===== config.mk =====
export PLATFORM = sky130hd
export DESIGN_NAME = l2c_write
export DESIGN_NICKNAME = d
export VERILOG_FILES = /design/src/rtl/l2c_pkg.sv /design/src/rtl/l2c_beat_cnt.sv /design/src/rtl/l2c_write.sv
export SDC_FILE = /design/constraint.sdc
export NUM_CORES = 1
export LEC_CHECK = 0
export CAP_MARGIN = 20
export CELL_PAD_IN_SITES_DETAIL_PLACEMENT = 1
export CELL_PAD_IN_SITES_GLOBAL_PLACEMENT = 1
export CORE_AREA = 3 3 137 139
export DETAILED_ROUTE_END_ITERATION = 7
export DIE_AREA = 0 0 140 142
export PLACE_DENSITY = 0.76
export SKIP_CTS_REPAIR_TIMING = 1
export SLEW_MARGIN = 40
export SYNTH_ARGS = -nofsm -noshare
export SYNTH_HDL_FRONTEND = slang
export SYNTH_SLANG_ARGS = --single-unit
export TNS_END_PERCENT = 30

===== constraint.sdc =====
create_clock -name Clk -period 2.1 [get_ports Clk]
set_input_delay 0.525 -clock Clk [delete_from_list [all_inputs] [get_ports Clk]]
set_output_delay 0.525 -clock Clk [all_outputs]
set_load 0.02 [all_outputs]

===== src/rtl/l2c_pkg.sv =====
// rtl/l2c_pkg.sv - shared state encoding, address field widths and output flags for the L2C write path
package l2c_pkg;

  localparam int SET_W      = 9;
  localparam int WAY_W      = 3;
  localparam int LINE_BYTES = 64;
  localparam int LINE_OFF_W = $clog2(LINE_BYTES);
  localparam int SET_LSB    = LINE_OFF_W;
  localparam int SRAM_ADR_W = SET_W + WAY_W + LINE_OFF_W;

  typedef enum logic [6:0] {
    WR_IDLE   = 7'b000_0001,
    WR_TAGS   = 7'b000_0010,
    WR_RETRY  = 7'b000_0100,
    WR_GRANT  = 7'b000_1000,
    WR_WRITE  = 7'b001_0000,
    WR_UNLOCK = 7'b010_0000,
    WR_NACK   = 7'b100_0000
  } wr_state_e;

  typedef struct packed {
    logic idle;
    logic tag_req;
    logic stall;
    logic nack;
    logic dirty_set;
    logic broadcast;
  } wr_flags_t;

  // Registered strobes are a pure function of the state being entered.
  function automatic wr_flags_t wr_flags(input wr_state_e s);
    wr_flags_t f;
    f.idle      = (s == WR_IDLE);
    f.tag_req   = (s == WR_TAGS);
    f.stall     = !((s == WR_WRITE) || (s == WR_NACK));
    f.nack      = (s == WR_NACK);
    f.dirty_set = (s == WR_UNLOCK);
    f.broadcast = (s == WR_UNLOCK);
    return f;
  endfunction

endpackage


===== src/rtl/l2c_beat_cnt.sv =====
// rtl/l2c_beat_cnt.sv - beat index counter with synchronous clear, enable and last-beat flag
module l2c_beat_cnt
  import l2c_pkg::*;
#(
  parameter int BEAT_W = 2
) (
  input  logic              Clk,
  input  logic              Reset_n,
  input  logic              clear,
  input  logic              enable,
  output logic [BEAT_W-1:0] beat,
  output logic              last
);

  always_ff @(posedge Clk or negedge Reset_n) begin
    if (!Reset_n) begin
      beat <= '0;
    end else if (clear) begin
      beat <= '0;
    end else if (enable) begin
      beat <= beat + 1'b1;
    end
  end

  // Accepting the last beat wraps the counter back to 0 on its own.
  assign last = &beat;

endmodule


===== src/rtl/l2c_write.sv =====
// rtl/l2c_write.sv - MNI full-line write port: tag lookup, SRAM burst write on hit, NACK on miss
module l2c_write
  import l2c_pkg::*;
#(
  parameter int DW     = 128,
  parameter int BEAT_W = 2
) (
  input  logic                  Clk,
  input  logic                  Reset_n,
  input  logic                  i_maintenance_active,
  input  logic [31:0]           i_mni_write_adr,
  input  logic                  i_mni_write_valid,
  input  logic [DW-1:0]         i_mni_write_data,
  input  logic [DW/8-1:0]       i_mni_write_be,
  input  logic                  i_hit,
  input  logic                  i_miss,
  input  logic                  i_retry,
  input  logic [2:0]            i_way,
  input  logic                  i_wb_ack_broadcast,
  input  logic                  i_fill_broadcast,
  input  logic                  i_read_unlock_broadcast,
  input  logic                  i_sram_grant,
  output logic                  o_write_idle,
  output logic                  o_tag_req,
  output logic                  o_dirty_set,
  output logic [SRAM_ADR_W-1:0] o_sram_adr,
  output logic                  o_sram_we,
  output logic [DW-1:0]         o_sram_wdata,
  output logic [DW/8-1:0]       o_sram_be,
  output logic                  o_mni_write_stall,
  output logic                  o_mni_write_nack,
  output logic                  o_write_broadcast
);

  localparam int PAD_W = LINE_OFF_W - BEAT_W;

  wr_state_e         state;
  wr_state_e         state_nxt;
  wr_flags_t         flags;
  logic [SET_W-1:0]  set_q;
  logic [WAY_W-1:0]  way_q;
  logic [BEAT_W-1:0] beat;
  logic              beat_last;
  logic              beat_accept;
  logic              any_unlock;
  logic              unused_adr;

  assign beat_accept = (state == WR_WRITE) && i_mni_write_valid;
  assign any_unlock  = i_wb_ack_broadcast | i_fill_broadcast | i_read_unlock_broadcast;
  assign unused_adr  = ^{i_mni_write_adr[31:SET_LSB+SET_W], i_mni_write_adr[SET_LSB-1:0]};

  always_comb begin
    state_nxt = state;
    case (state)
      WR_IDLE:   if (i_mni_write_valid && !i_maintenance_active) state_nxt = WR_TAGS;
      WR_TAGS: begin
        if (i_hit)        state_nxt = WR_GRANT;
        else if (i_miss)  state_nxt = WR_NACK;
        else if (i_retry) state_nxt = WR_RETRY;
      end
      WR_RETRY:  if (any_unlock) state_nxt = WR_TAGS;
      WR_GRANT:  if (i_sram_grant) state_nxt = WR_WRITE;
      // The arbiter keeps the grant up for the whole burst, so it is not rechecked here.
      WR_WRITE:  if (beat_accept && beat_last) state_nxt = WR_UNLOCK;
      WR_UNLOCK: state_nxt = WR_IDLE;
      WR_NACK:   state_nxt = WR_IDLE;
      default:   state_nxt = WR_IDLE;
    endcase
  end

  always_ff @(posedge Clk or negedge Reset_n) begin
    if (!Reset_n) begin
      state <= WR_IDLE;
      flags <= wr_flags(WR_IDLE);
    end else begin
      state <= state_nxt;
      flags <= wr_flags(state_nxt);
    end
  end

  always_ff @(posedge Clk or negedge Reset_n) begin
    if (!Reset_n) begin
      set_q <= '0;
      way_q <= '0;
    end else begin
      if ((state == WR_IDLE) && (state_nxt == WR_TAGS)) set_q <= i_mni_write_adr[SET_LSB +: SET_W];
      if ((state == WR_TAGS) && (i_hit || i_miss)) way_q <= i_way;
    end
  end

  l2c_beat_cnt #(
    .BEAT_W(BEAT_W)
  ) u_beat_cnt (
    .Clk    (Clk),
    .Reset_n(Reset_n),
    .clear  (state == WR_GRANT),
    .enable (beat_accept),
    .beat   (beat),
    .last   (beat_last)
  );

  assign o_sram_adr        = {set_q, way_q, beat, {PAD_W{1'b0}}};
  assign o_sram_we         = beat_accept;
  assign o_sram_wdata      = i_mni_write_data;
  assign o_sram_be         = i_mni_write_be;
  assign o_write_idle      = flags.idle;
  assign o_tag_req         = flags.tag_req;
  assign o_mni_write_stall = flags.stall;
  assign o_mni_write_nack  = flags.nack;
  assign o_dirty_set       = flags.dirty_set;
  assign o_write_broadcast = flags.broadcast;

endmodule

==> impl_metrics.csv, run 1 <==
group,metric,value,unit
outcome,status,"finished, final reports clean",
critical_path,start_kind,"register",
synth,synthCells,246,
global_route,grt_max_degree,27,
die,coreArea,0.0178,mm²
sta,rsz0062_at_grt,"false",
global_route,grt_use_total,5.70,%
route,wl_per_cell,15.3,µm
placed_design,placed_area,0.00204,mm²
layout,num-nets-final,351,
sta,fin_skew,5.64,ps
critical_path,crit_fanout,3,
power,total_power,0.00233,W
placed_design,io_buffers,43,
synth,ys_types,37,
layout,area_growth,-7.85,%
sta,post-route-period-util,94.7,%
die,dieArea,0.0199,mm²
critical_path,critical_path_required,1570,ps
sta,fmax,503,MHz
sta,setup_viol,0,
placed_design,gp_congestion,0.766,
layout,antenna_cells,0,
clocking,clk-insertion-delay-late,260,ps
sta,whs,512,ps
synth,synth_warnings,0,
run,maxCapViolCount,0,
global_route,antenna_found_initial,0,
clocking,cts_tree,"yes",
clocking,cts_buffer_depth,2,
die,fp-row-count,49,
hold_path,hold_path_class,"reg -> reg",
power,power_frac_seq,32.7,%
route,via_per_inst,3.12,
clocking,cts_buffers,3,
synth,yosys_register_bits,26,
sta,post-route-min-period,1990,ps
synth,netlist_area,0.00233,mm²
sta,slew_viol_final,0,
layout,drive_gt1_share,27.7,%
die,dieHeight,142,µm
power,switching_share,31.8,%
die,io_pins,359,
placed_design,hpwl,4.80,mm
critical_path,critical_path_class,"reg -> out",
critical_path,endpoint_kind,"primary output",
layout,final_util,12.1,%
power,ir_drop,428,µV
placed_design,dp_cells,384,
synth,avgSynthCellArea,9.47,µm²
route,num_vias,1209,
power,power_density,1090,mW/mm²
global_route,grt_pass1_wl,8.54,mm
route,drt_pass1_iterations,4,
layout,fin_area,0.00215,mm²
clocking,clkTransAtPathRegs,70,ps
layout,final_cells,388,
route,antenna_left,0,
die,initial_core_util,13.1,%
global_route,grt_overflow,0,
power,p_clk_share,24.5,%
synth,yosysSeqAreaShare,28.1,%
route,drc,0,
power,leakagePower,0.846,nW
power,comb_power_share,42.8,%
power,p_int,0.00159,W
global_route,grt_pass1_vias,1380,
critical_path,crit_arrival,1460,ps
die,die_width,140,µm
clocking,cts-root-buf,"clkbuf_16",
clocking,cts_sinks,26,
power,p_sw,0.000740,W
route,initialDrtViolationCount,33,
sta,final_hold_viol_count,0,
route,wirelength,5.94,mm
clocking,cts-htree-levels,1,
## worst max-delay path: stages, from the launching register on
cell	delay, ps
dfrtp_1	400
nor4b_2	290
buf_4	170
and3_1	170
buf_2	180
## routing by layer
layer / part of all wire, % / up-vias / GRT usage, % / wire [µm]
met3: 15 / 66 / 3.46 / 868
met5: 0.59 / - / 1.20 / 35
met4: 7.4 / 2 / 5.10 / 439
met2: 46 / 119 / 8.96 / 2730
li1: - / 467 / - / -
met1: 31 / 555 / 5.06 / 1860
## metrics by stage
stage,TNS [ps],setup slack (ps)
6_report,0,111
5_1_grt,0,32.2
4_1_cts,-382,-382
3_5_place_dp,-1020,-274
3_3_place_gp,-473,-257
2_1_floorplan,0,257
## final timing paths
check                      startpoint                end  slack, ps  cells after the start
max in group asynchronous     Reset_n  o_mni_write_stall       1160                      2
hold / removal               set_q[1]           set_q[1]        510                      1
min in group asynchronous     Reset_n           set_q[3]        640                      2
setup / recovery             state[2]          o_sram_we        110                      4
hold reg to reg              set_q[1]           set_q[1]        510                      1
setup reg to reg             state[4]           set_q[5]        130                      5
## cells in the mapped netlist
master,count,share of area [%]
nand3_1,3,0.64
or3b_2,1,0.38
mux2_2,5,2.4
buf_2,1,0.21
nor2b_1,1,0.27
clkbuf_1,1,0.16
a31oi_1,3,0.81
dfrtp_1,23,25
ha_1,1,0.54
a22o_1,1,0.38
nor3b_1,2,0.64
dfstp_2,3,3.4
and2_1,2,0.54
xnor2_1,1,0.38
nor3_1,5,1.1
o21ai_0,5,1.1
or4_1,1,0.32
buf_6,2,0.97
mux2_4,7,4.5
nor4_1,1,0.27
inv_1,3,0.48
and3_1,3,0.81
nor4_2,1,0.54
conb_1,1,0.16
nor4_4,1,0.91
o21bai_1,1,0.32
nor4b_1,1,0.38
a21oi_1,3,0.64
nor3_2,1,0.43
buf_4,150,48
nand2_1,2,0.32
nor2_1,5,0.81
and4bb_2,1,0.54
mux2i_1,1,0.43
or4_4,1,0.48
xor2_1,1,0.38
nand3b_1,1,0.32
## power groups by stage
stage          registers (W)  logic [W]  clock network (W)
6_report            0.000762   0.000998           0.000570
5_1_grt             0.000782    0.00106           0.000612
4_1_cts             0.000765    0.00102           0.000592
3_5_place_dp        0.000774    0.00101                  0
3_3_place_gp        0.000754   0.000981                  0
2_1_floorplan       0.000920   0.000787                  0
## layout by cell type (no fill, tap or decap), drive strengths merged, types with 4 or more instances in the layout
cell           count
dfrtp             23
buf               18
nor3               6
nor2               5
conb               4
clkdlybuf4s50     42
o21ai              5
mux2              12
## area by class of cell
type                       count  area [µm²]
clock buffer                   3        75.1
clock inverter                 1        30.0
fill                        2059       15600
inverter                       3        11.3
multi-input combinational     66         523
sequential                    26         654
tap                          229         287
timing repair buffer          60         566
## sequential cells by signal (all words and copies together) (netlist names)
| register | cells |
|---|---|
| set_q | 9 |
| state | 7 |
| o_write_broadcast | 1 |
| o_write_idle | 1 |
| o_mni_write_nack | 1 |
| way_q | 3 |
| o_tag_req | 1 |
| o_mni_write_stall | 1 |
| u_beat_cnt.beat | 2 |
## cell families after synthesis
logic type / count (synthesis) / share of synthesized area (%)
compound gates: 13 / 3.22
flops: 26 / 28.1
xor+xnor: 2 / 0.752
other cells: 1 / 0.161
buf+inv: 157 / 50.2
simple gates: 33 / 9.67
fa+ha+maj: 1 / 0.537
mux: 13 / 7.36
Note: power is estimated with default switching activity, not from simulation.
==> run 2: changes to the inputs <==
--- a/config.mk
+++ b/config.mk
@@ -8,12 +8,12 @@
 export CAP_MARGIN = 20
 export CELL_PAD_IN_SITES_DETAIL_PLACEMENT = 1
 export CELL_PAD_IN_SITES_GLOBAL_PLACEMENT = 1
-export CORE_AREA = 3 3 137 139
+export CORE_AREA = 2 2 140 142
 export DETAILED_ROUTE_END_ITERATION = 7
-export DIE_AREA = 0 0 140 142
-export PLACE_DENSITY = 0.76
+export DIE_AREA = 0 0 142 144
+export PLACE_DENSITY = 0.72
 export SKIP_CTS_REPAIR_TIMING = 1
-export SLEW_MARGIN = 40
+export SLEW_MARGIN = 20
 export SYNTH_ARGS = -nofsm -noshare
 export SYNTH_HDL_FRONTEND = slang
 export SYNTH_SLANG_ARGS = --single-unit
==> run 2 against run 1 <==
Hold slack better by 1.2 ps; clock skew down 2.1 ps; core utilization down 1.0 points; via count down 1.7%; clock-buffer cell count unchanged; die area up 2.9%; critical endpoint unchanged; largest cell class unchanged; highest routed layer is now met4.
==> impl_metrics.csv, run 2 (same netlist as run 1, synthesis figures left out) <==
group,metric,value,unit
outcome,status,"finished, final reports clean",
layout,nFillCells,2208,
die,dieHeight,144,µm
critical_path,ff2ff_path_depth,4,
sta,fin_skew,3.55,ps
route,antenna_left,0,
sta,post-route-min-period,2020,ps
critical_path,ff2ff_setup_slack,160,ps
die,coreArea,0.0191,mm²
critical_path,crit_fanout,3,
sta,final_hold_viol_count,0,
power,switching_share,31.9,%
critical_path,rr_startpoint,"state[5]",
power,power_frac_seq,32.9,%
clocking,cts_tree,"yes",
route,via_per_inst,3.05,
placed_design,io_buffers,43,
layout,drive_gt1_share,25.0,%
layout,area_growth,-9.30,%
clocking,cts-root-buf,"clkbuf_16",
layout,registers.top_by_ff_count,"set_q",
clocking,cts-htree-levels,1,
critical_path,endpoint_kind,"primary output",
sta,fmax,494,MHz
layout,antenna_cells,0,
route,num_vias,1188,
route,initialDrtViolationCount,22,
power,p_int,0.00157,W
layout,largest_reg_flops,9,
hold_path,min_path_cells,1,
placed_design,placed_area,0.00200,mm²
layout,num-nets-final,344,
placed_design,gp_congestion,0.765,
sta,rsz0062_at_grt,"false",
hold_path,hp-start,"way_q[2]",
hold_path,hold_path_class,"reg -> reg",
sta,post-route-period-util,96.4,%
hold_path,min_to,"way_q[2]",
sta,totalNegativeSetupSlack,0,ps
layout,final_cell_mix,"clkdlybuf4s50_1 (42), dfrtp_1 (23), buf_4 (10)",
die,fp-row-count,51,
layout,final_util,11.1,%
die,initial_core_util,12.2,%
power,p_sw,0.000738,W
critical_path,reg2reg_to,"set_q[1]",
die,dieArea,0.0204,mm²
power,p_clk_share,25.1,%
sta,slew_viol_final,0,
global_route,grt_overflow,0,
critical_path,start_kind,"register",
clocking,cts_buffers,3,
die,die_width,142,µm
die,io_pins,359,
placed_design,pre_cts_slack,35.3,ps
global_route,grt_pass1_wl,8.41,mm
global_route,grt_max_degree,27,
critical_path,crit_arrival,1500,ps
route,drt_pass1_iterations,4,
critical_path,critical_path_required,1570,ps
global_route,antenna_found_initial,0,
layout,largestRegisters,"set_q x9, state x7, way_q x3",
sta,setup_viol,0,
critical_path,critical_path_class,"reg -> out",
power,leakagePower,0.815,nW
route,drc,0,
power,comb_power_share,42.0,%
power,power_density,1100,mW/mm²
sta,fin_ws,76.5,ps
layout,layout_commonest_cell,"clkdlybuf4s50_1",
clocking,clkTransAtPathRegs,70,ps
global_route,grt_pass1_vias,1332,
global_route,grt_use_total,5.63,%
clocking,cts_buffer_depth,2,
power,ir_drop,265,µV
layout,fin_area,0.00211,mm²
route,wl_per_cell,15.7,µm
placed_design,hpwl,4.87,mm
clocking,cts_sinks,26,
run,maxCapViolCount,0,
route,wirelength,6.11,mm
clocking,clk-insertion-delay-late,270,ps
## run 2: changes by cell type in the layout (fill, tap and decap cells not counted)
cell / previous run / this run
nor3_2: 1 / 2
buf_2: 1 / 0
nor3_1: 5 / 4
buf_4: 16 / 10
## run 2: worst max-delay path by stage
stage                      startpoint        end  cells after the start
floorplan                    state[1]  o_sram_we                      4
global placement    i_mni_write_valid   set_q[0]                      5
detailed placement  i_mni_write_valid   set_q[1]                      5
CTS                          state[4]  o_sram_we                      3
global route                 state[4]  o_sram_we                      3
finish                       state[2]  o_sram_we                      3
## run 2: power groups by stage
| stage | sequential [W] | combinational (W) | clock [W] |
|---|---|---|---|
| after floorplan | 0.000920 | 0.000787 | 0 |
| after global placement | 0.000756 | 0.000965 | 0 |
| after detailed placement | 0.000773 | 0.000984 | 0 |
| after CTS | 0.000764 | 0.000988 | 0.000617 |
| after global routing | 0.000783 | 0.00106 | 0.000624 |
| final | 0.000760 | 0.000971 | 0.000581 |
## run 2: routing by layer
layer | track usage (%) | vias up | wire length (µm)
met2 | 9.03 | 136 | 2920
met3 | 3.94 | 64 | 981
met5 | 0 | - | 0
met1 | 4.35 | 535 | 1670
met4 | 5.84 | 0 | 539
li1 | - | 453 | -
## run 2: cell type report
type	count	area (µm²)	area share [%]
clock inverter	1	30.0	1.42
clock buffer	3	75.1	3.55
timing repair buffer	53	515	24.4
sequential	26	654	31.0
multi-input combinational	66	528	25.0
tap	238	298	14.1
inverter	3	11.3	0.533
## run 2: worst max-delay path, stage by stage (launching register included)
cell     delay [ps]
dfrtp_1         400
nor4b_2         410
and3_1          260
buf_4           160
## run 2: stage by stage
| step | hold slack [ps] | instances | power, W |
|---|---|---|---|
| 4_1_cts | 517 | 390 | 0.00237 |
| 2_1_floorplan | 229 | 249 | 0.00171 |
| 3_3_place_gp | 488 | 386 | 0.00172 |
| 3_5_place_dp | 498 | 386 | 0.00176 |
| 5_1_grt | 531 | 390 | 0.00247 |
| 6_report | 513 | 390 | 0.00231 |
